$ cat config.mk
export PLATFORM = sky130hd
export DESIGN_NAME = imem_loader
export DESIGN_NICKNAME = d
export VERILOG_FILES = /design/src/rtl/cpu10_pkg.sv /design/src/rtl/imem_loader.sv
export SDC_FILE = /design/constraint.sdc
export NUM_CORES = 1
export LEC_CHECK = 0
export ABC_AREA = 1
export CORE_MARGIN = 4
export CORE_UTILIZATION = 25
export CTS_CLUSTER_SIZE = 25
export DETAILED_ROUTE_END_ITERATION = 8
export MAX_ROUTING_LAYER = met4
export PLACE_DENSITY_LB_ADDON = 0.25
export SLEW_MARGIN = 20
export SYNTH_ARGS = -nofsm -noshare
export SYNTH_HDL_FRONTEND = slang
export SYNTH_SLANG_ARGS = --single-unit
export TNS_END_PERCENT = 1
$ cat constraint.sdc
create_clock -name clk -period 1.78 [get_ports clk]
set_input_delay 0.267 -clock clk [delete_from_list [all_inputs] [get_ports clk]]
set_output_delay 0.267 -clock clk [all_outputs]
set_load 0.005 [all_outputs]
$ cat src/rtl/cpu10_pkg.sv
// Shared definitions for the 10-bit CPU subsystem: word/address widths,
// instruction-image loader state encoding and header-byte validity mask.
package cpu10_pkg;

  localparam int AW = 10;
  localparam int DW = 10;

  // Bits that must be zero in any byte that carries only the top two bits of a 10-bit value.
  localparam logic [7:0] HDR_MASK = 8'hFC;

  typedef enum logic [2:0] {
    ST_IDLE,
    ST_HDR_HI,
    ST_HDR_LO,
    ST_W_HI,
    ST_W_LO,
    ST_CHK,
    ST_DONE,
    ST_ERR
  } state_t;

  function automatic logic is_rx(input state_t s);
    return (s == ST_HDR_HI) || (s == ST_HDR_LO) || (s == ST_W_HI) ||
           (s == ST_W_LO) || (s == ST_CHK);
  endfunction

endpackage

$ cat src/rtl/imem_loader.sv
// Loads a framed, XOR-checksummed byte stream into the external instruction RAM
// while holding the CPU in reset; one write one cycle after each word's low byte.
module imem_loader
  import cpu10_pkg::*;
#(
  parameter int TIMEOUT = 1000
) (
  input  logic          clk,
  input  logic          rst,
  input  logic          start,
  input  logic          in_valid,
  input  logic [7:0]    in_data,
  output logic          in_ready,
  output logic          imem_we,
  output logic [AW-1:0] imem_addr,
  output logic [DW-1:0] imem_wdata,
  output logic          cpu_hold,
  output logic          done,
  output logic          err
);

  localparam int TW = (TIMEOUT < 2) ? 1 : $clog2(TIMEOUT + 1);

  state_t        r_state;
  state_t        w_next;
  logic [7:0]    r_csum;
  logic [AW-1:0] r_cnt;
  logic [1:0]    r_hi;
  logic [TW-1:0] r_tmo;
  logic          r_we;
  logic [AW-1:0] r_addr;
  logic [DW-1:0] r_wdata;

  logic w_rx;
  logic w_acc;
  logic w_start;
  logic w_bad_hi;
  logic w_tmo_hit;
  logic w_wr;

  assign w_rx      = is_rx(r_state);
  assign w_acc     = in_valid && w_rx;
  assign w_start   = start && !w_rx;
  assign w_bad_hi  = |(in_data & HDR_MASK);
  assign w_tmo_hit = w_rx && !w_acc && (r_tmo == TW'(TIMEOUT - 1));
  assign w_wr      = w_acc && (r_state == ST_W_LO);

  always_ff @(posedge clk or posedge rst) begin
    if (rst) r_state <= ST_IDLE;
    else     r_state <= w_next;
  end

  always_comb begin
    w_next   = r_state;
    in_ready = w_rx;
    cpu_hold = 1'b1;
    done     = 1'b0;
    err      = 1'b0;
    case (r_state)
      ST_IDLE:   if (start) w_next = ST_HDR_HI;
      ST_DONE: begin
        cpu_hold = 1'b0;
        done     = 1'b1;
        if (start) w_next = ST_HDR_HI;
      end
      ST_ERR: begin
        err = 1'b1;
        if (start) w_next = ST_HDR_HI;
      end
      ST_HDR_HI: if (w_acc) w_next = w_bad_hi ? ST_ERR : ST_HDR_LO;
      ST_HDR_LO: if (w_acc) w_next = ST_W_HI;
      ST_W_HI:   if (w_acc) w_next = w_bad_hi ? ST_ERR : ST_W_LO;
      // r_addr already points at the word being accepted here.
      ST_W_LO:   if (w_acc) w_next = (r_addr == r_cnt) ? ST_CHK : ST_W_HI;
      ST_CHK:    if (w_acc) w_next = (in_data == r_csum) ? ST_DONE : ST_ERR;
      default:   w_next = ST_IDLE;
    endcase
    if (w_tmo_hit) w_next = ST_ERR;
  end

  always_ff @(posedge clk or posedge rst) begin
    if (rst) begin
      r_csum  <= '0;
      r_cnt   <= '0;
      r_hi    <= '0;
      r_tmo   <= '0;
      r_we    <= 1'b0;
      r_addr  <= '0;
      r_wdata <= '0;
    end else begin
      r_we <= w_wr;
      if (w_start) begin
        r_csum <= '0;
        r_addr <= '0;
        r_tmo  <= '0;
      end else begin
        if (w_acc && (r_state != ST_CHK)) r_csum <= r_csum ^ in_data;
        // Advance after the write cycle, but park on the last address instead of wrapping.
        if (r_we && (r_addr != r_cnt)) r_addr <= r_addr + AW'(1);
        if (w_acc || !w_rx)   r_tmo <= '0;
        else if (!w_tmo_hit)  r_tmo <= r_tmo + TW'(1);
      end
      if (w_acc && (r_state == ST_HDR_HI)) r_cnt[AW-1:8] <= in_data[1:0];
      if (w_acc && (r_state == ST_HDR_LO)) r_cnt[7:0]    <= in_data;
      if (w_acc && (r_state == ST_W_HI))   r_hi          <= in_data[1:0];
      if (w_wr)                            r_wdata       <= {r_hi, in_data};
    end
  end

  assign imem_we    = r_we;
  assign imem_addr  = r_addr;
  assign imem_wdata = r_wdata;

endmodule

==> impl_results.md, run 1 <==
* Run status: complete, no violations
* Pins Over Slew Limit at 0
* Antenna diodes at 0
* WP data required at 1510 ps
* Vias in the first global route at 2,474
* Layout Nets at 446
* Worst-margin pin slew at roughly 340 ps
* Worst-Skew Late Latency at 290 ps
* Max cap viols at 0
* Worst min path class: input pin to async pin
* Cell Chain, Critical Path: buf_4 -> clkdlybuf4s50_1
* Total placed instance area at 3460 um2
* Rel. slew slack at 0.775
* Worst setup EP type: output port
* CTS tree: done
* DRC at 0
* Avg Cell Area, Syn at 7.57 um2
* M1 GR Usage at 0.168
* Syn_nets at 388
* Met2 Use GR at 0.172
* Slowest CP cell: clkdlybuf4s50_1
* Synth Warn # at 0
* All-Layer GR Usage at 0.118
* Leak at 1.78 nW
* Wirelength per Cell at roughly 12 um
* Core ar. at 11,000 um2
* Global-route wire length before repair at ~12,000 um
* Cell count after placement at 557
* Worst setup SP type: register
* Initial core utilization at 0.258
* Final Hold Viols at 0
* Final core occ at 0.338
* Place WS at 103 ps
* Vias per Instance at roughly 4.4
* PortBufs at 36
* Clock Tree Buf Depth at 2
* Worst path max stage delay at ~500 ps
* Synth Cell Area at 2830 um2
* # H-tree levels at 2
* Final Wtd Congestion at roughly 0.90
* Commonest non-fill, non-tap cell in the layout: nand2_1
* Cts hold-fix bufs at 0
* Largest net degree at the start of global routing at 38
* RR Startpoint: imem_addr[1]
* Clock slew at reported path FFs at around 70 ps
* Power, Total at 5.31 mW
* Seq/Total Area, Yosys at 0.477
* Die area at 13,100 um2
* Layout cell share with drive strength beyond 1 at 0.127
* RSZ-0062 raised after global routing: false
* Reg2reg end: imem_addr[8]
* Initial antenna violation count at 0
* M3 GR Usage at 0.0201
* Commonest cells after routing, fill and taps aside: nand2_1 (105), dfrtp_1 (49), inv_1 (43)
* Clock sinks at 54
* PwrDens at 1430 nW/um2
* Rows at 38
* Most used routing layer: met2
* HPWL Detailed at 5330 um
* Yosys top cell area share at 0.477
* Tcrit/Tclk final at 0.920
* Synth Register Bits at between 50 and 60
* Crit path kind: register to output port
* Boundary pin count at 37
* Die height at 114 um
* Final TNS setup at 0 ps
* Pre-Repair DR Iteration Count at 4
* Worst Path Arrival at 1370 ps
* Post-route cell area at 3720 um2
* Main area contributors after synthesis: dfrtp_1 (48%), nand2_1 (14%), inv_1 (6.0%)
* Routed Antenna Nets at 0
* Via count at about 2,500
* Setup violators final at 0
* VDD IR max at ~0.9 mV
* FF-to-FF path depth at 8
* Reg2reg setup slack at 230 ps
* CTS Root Cell: clkbuf_16
* Post-route insts no fill at between 500 and 600
* Syn Inst Count at 374
* Clk_skew at ~5.3 ps
* Fin Hold WS at 171 ps
* Num CTS Buffers at 5
* Max Freq at 611 MHz
* CP max FO at 4
* WL final at 7140 um
* Area growth syn-to-layout at 31.2%
* Total congestion overflow at 0
* Synth area leader: dfrtp_1
* Die W at 114 um
* Minimum clock period after layout at 1640 ps
* Fin worst setup slack at 142 ps
* Synth cell types at 30
* DRT iter0 DRCs at 156
## what timing repair did
item / 4_1_cts / 5_1_grt
gates resized for setup: 5 / 11
pin swaps: 1 / 1
setup endpoints to repair: 4 / 9
buffers inserted: 5 / 3
## critical path: cells and delay by family, from the launching register on
family                 cells  cell delay, ps
buffers and inverters      2             660
DFF                        1             420
## how the worst max path moves through the flow
stage / start / cells after the start / endpoint
2_1_floorplan: rst / 1 / imem_addr[0]
3_3_place_gp: in_valid / 6 / imem_wdata[4]
3_5_place_dp: in_data[2] / 9 / r_state[2]
4_1_cts: r_state[1] / 4 / in_ready
5_1_grt: imem_addr[1] / 8 / imem_addr[8]
6_report: imem_addr[4] / 2 / imem_addr[4]
## logic make-up after synthesis
group	count (synthesis)	synth area share
xor gates and xnor gates	15	0.0464
buffers and inverters	58	0.0817
AOI/OAI and AO/OA	39	0.0724
DFF	54	0.477
and+or+nand+nor	206	0.314
adders and majority gates	2	0.00883
## synthesized netlist by cell type, drive strengths merged
master	n
xnor2	6
a211oi	1
nand3b	1
nand4	6
nand2	109
a31oi	1
nor2	44
ha	2
xor2	9
clkbuf	2
nand3	35
nor3	7
inv	51
a21oi	4
o21bai	1
nor4	1
dfrtp	54
o21ai	32
buf	5
nor3b	3
## power by group
part	internal [mW]	leakage [nW]	switching [mW]	total [mW]
Clock	0.664	0.0760	0.462	1.13
Combinational	1.05	1.00	1.25	2.29
Sequential	1.59	0.707	0.303	1.89
## layer usage
| layer | wire [um] | vias to the layer above |
|---|---|---|
| met3 | 232 | 8 |
| met5 | 0 | - |
| met1 | 3730 | 1148 |
| met2 | 3070 | 45 |
| li1 | - | 1294 |
| met4 | 110 | 0 |
## final cells by class
class | instances | area, um2
fill | 1156 | 7270
clock inverter | 3 | 45.0
clock buffer | 5 | 125
multi-input combinational | 262 | 1270
sequential | 54 | 1360
timing repair buffer | 58 | 553
inverter | 51 | 191
tap | 140 | 175
## sequential cells by signal, indices dropped and copies added (netlist names)
name	cells
imem_addr	10
imem_wdata	10
imem_we	1
r_cnt	10
r_csum	8
r_hi	2
r_state	3
r_tmo	10
No activity file was read; power rests on OpenSTA's default activity.
==> run 2: changes to the inputs <==
Settings changed: ABC_AREA 1 to 0, CTS_CLUSTER_SIZE 25 to 10.
==> run 2 against run 1 <==
Net effect:
- combinational power shrank 38%
- power shrank 27%
- sequential share of layout area fell by 0.56 points
- register-to-register slack got worse by 170 ps
- non-clock buffer count grew 26
- cell area grew 1.1%
- via count fell by 11%
- critical path type is now register to register
==> impl_results.md, run 2 <==
* Clock Tree Buf Depth at 2
* Minimum clock period after layout at 1720 ps
* Worst setup SP type: register
* Initial antenna violation count at 0
* # fillers at 1,111
* Place WS at -267 ps
* Final Wtd Congestion at 0.825
* Clock slew at reported path FFs at 110 ps
* Initial core utilization at 0.260
* Wirelength per Cell at 13.9 um
* Commonest non-fill, non-tap cell in the layout: dfrtp_1
* Avg Cell Area, Syn at 10.3 um2
* CP bufs+invs at 4
* Synth area leader: dfrtp_1
* Total congestion overflow at 0
* All-Layer GR Usage at 0.116
* Commonest cells after routing, fill and taps aside: dfrtp_1 (54), buf_4 (45), clkdlybuf4s50_1 (32)
* # H-tree levels at 2
* WP data required at 2000 ps
* Max Freq at between 500 and 600 MHz
* Via count at 2,227
* Run status: complete, no violations
* Final TNS setup at 0 ps
* HPWL Detailed at 5030 um
* Count leader, synth: dfrtp_1
* VDD IR max at 0.434 mV
* Area growth syn-to-layout at 37.9%
* PwrDens at a little over 1000 nW/um2
* Worst-Skew Late Latency at 320 ps
* Cell count after placement at 473
* Vias per Instance at between 4 and 5
* Top sig layer: met4
* Tcrit/Tclk final at 0.967
* Clk_skew at 13.4 ps
* Rel. slew slack at 0.743
* Rows at 37
* Worst min path class: input pin to async pin
* Routed Antenna Nets at 0
* Die area at approximately 13,000 um2
* Met2 wire len at 3010 um
* Max cap viols at 0
* Top cells by count, synth: dfrtp_1 (54), nor2_1 (29), mux2_2 (22)
* Worst Path Arrival at 1940 ps
* CTS tree: done
* Die height at 112 um
* Setup violators final at 0
* Layout cell share with drive strength beyond 1 at 0.277
* Post-synth top flop: dfrtp_1
* Syn Inst Count at 265
* DRC at 0
* Worst path max stage delay at 400 ps
* Post-Route M1 WL at around 3400 um
* Clock sinks at 54
* Seq/Total Area, Yosys at 0.496
* Cell Chain, Critical Path: buf_4 -> buf_4 -> inv_1 -> nor4b_1 -> buf_4 -> mux2_2
* Largest net degree at the start of global routing at 27
* Ys async rst share at 1.00
* Post-route insts no fill at 482
* Leak at 1.70 nW
* Slowest CP cell: dfrtp_1
* Synth Cell Area at 2730 um2
* Synth cell types at 44
* Synth Warn # at 0
* Fin worst setup slack at 59.0 ps
* WL met3 at between 150 and 200 um
* Yosys top cell area share at 0.496
* Synth Register Bits at 54
* Worst-margin pin slew at 376 ps
* Crit path max-delay family: buffers and inverters
* Layout Nets at 359
* DRT iter0 DRCs at approximately 130
* Core ar. at 10,500 um2
* WL final at around 6700 um
* Post-synth EDFFs at 0
* Final Hold Viols at 0
* Die W at 112 um
* Pre-Repair DR Iteration Count at 4
* Boundary pin count at 37
* Global-route wire length before repair at 11,500 um
* CTS Root Cell: clkbuf_8
* Main area contributors after synthesis: dfrtp_1 (50%), mux2_2 (9.1%), xor2_1 (5.5%)
* Most frequent CP cell: buf_4
* Pins Over Slew Limit at 0
* Antenna diodes at 0
* PortBufs at 36
* Crit path kind: register to register
* Syn_nets at 279
* Num CTS Buffers at 5
* Worst setup EP type: register
* CP max FO at 7
* Vias in the first global route at around 2,200
## run 2: power breakdown
part	switching, mW	total [mW]	internal, mW
clock network	0.422	0.837	0.415
registers	0.159	1.62	1.46
logic	0.688	1.43	0.746
## run 2: layout make-up
| class | count | area, um2 | area share |
|---|---|---|---|
| inverter | 11 | 41.3 | 0.0110 |
| clock buffer | 5 | 68.8 | 0.0183 |
| sequential | 54 | 1350 | 0.360 |
| clock inverter | 3 | 40.0 | 0.0107 |
| multi-input combinational | 189 | 1340 | 0.358 |
| tap | 136 | 170 | 0.0453 |
| timing repair buffer | 84 | 742 | 0.197 |
## run 2: per-stage QoR
stage	utilization	hold slack (ps)	total power, mW	instance area [um2]
6_report	0.359	191	3.89	3760
5_1_grt	0.359	208	4.18	3760
4_1_cts	0.354	194	3.90	3710
3_5_place_dp	0.341	495	2.99	3570
3_3_place_gp	0.341	494	2.97	3570
2_1_floorplan	-	415	2.40	2730
## run 2: logic make-up after synthesis
logic type	share of synthesized area
AOI/OAI and AO/OA	0.121
xor gates and xnor gates	0.0707
adders and majority gates	0.00918
buffers and inverters	0.0358
DFF	0.496
muxes	0.0946
and+or+nand+nor	0.173
## run 2: layer usage
metal  up-vias  global-route usage
li1       1105                   -
met1      1080               0.162
met2        35               0.171
met3         7              0.0205
met4         0              0.0361
met5         -                   -
## run 2: path summary, 6_finish.rpt
| check | startpoint | endpoint | depth (start not counted) | slack, ps |
|---|---|---|---|---|
| min in group clk | imem_wdata[1] | imem_wdata[1] | 1 | 520 |
| setup reg to reg | r_state[0] | r_cnt[9] | 6 | 60 |
| hold / removal | rst | imem_addr[9] | 2 | 190 |
| max in group asynchronous | rst | r_tmo[2] | 3 | 1130 |
| setup / recovery | r_state[0] | r_cnt[9] | 6 | 60 |
| hold reg to reg | imem_wdata[1] | imem_wdata[1] | 1 | 520 |
## run 2: worst register-to-register path, delay by kind of cell (launching register included)
| family | cells | cell delay (ps) |
|---|---|---|
| mux | 1 | 320 |
| buf+inv | 4 | 550 |
| flops | 1 | 400 |
| simple gates | 1 | 370 |
## run 2: repair_timing
item                                    CTS  global route
resized for setup                        10            13
hold buffers                              0             0
buffers inserted                          0             1
pin swaps                                 1             3
endpoints found under the setup margin   11            25
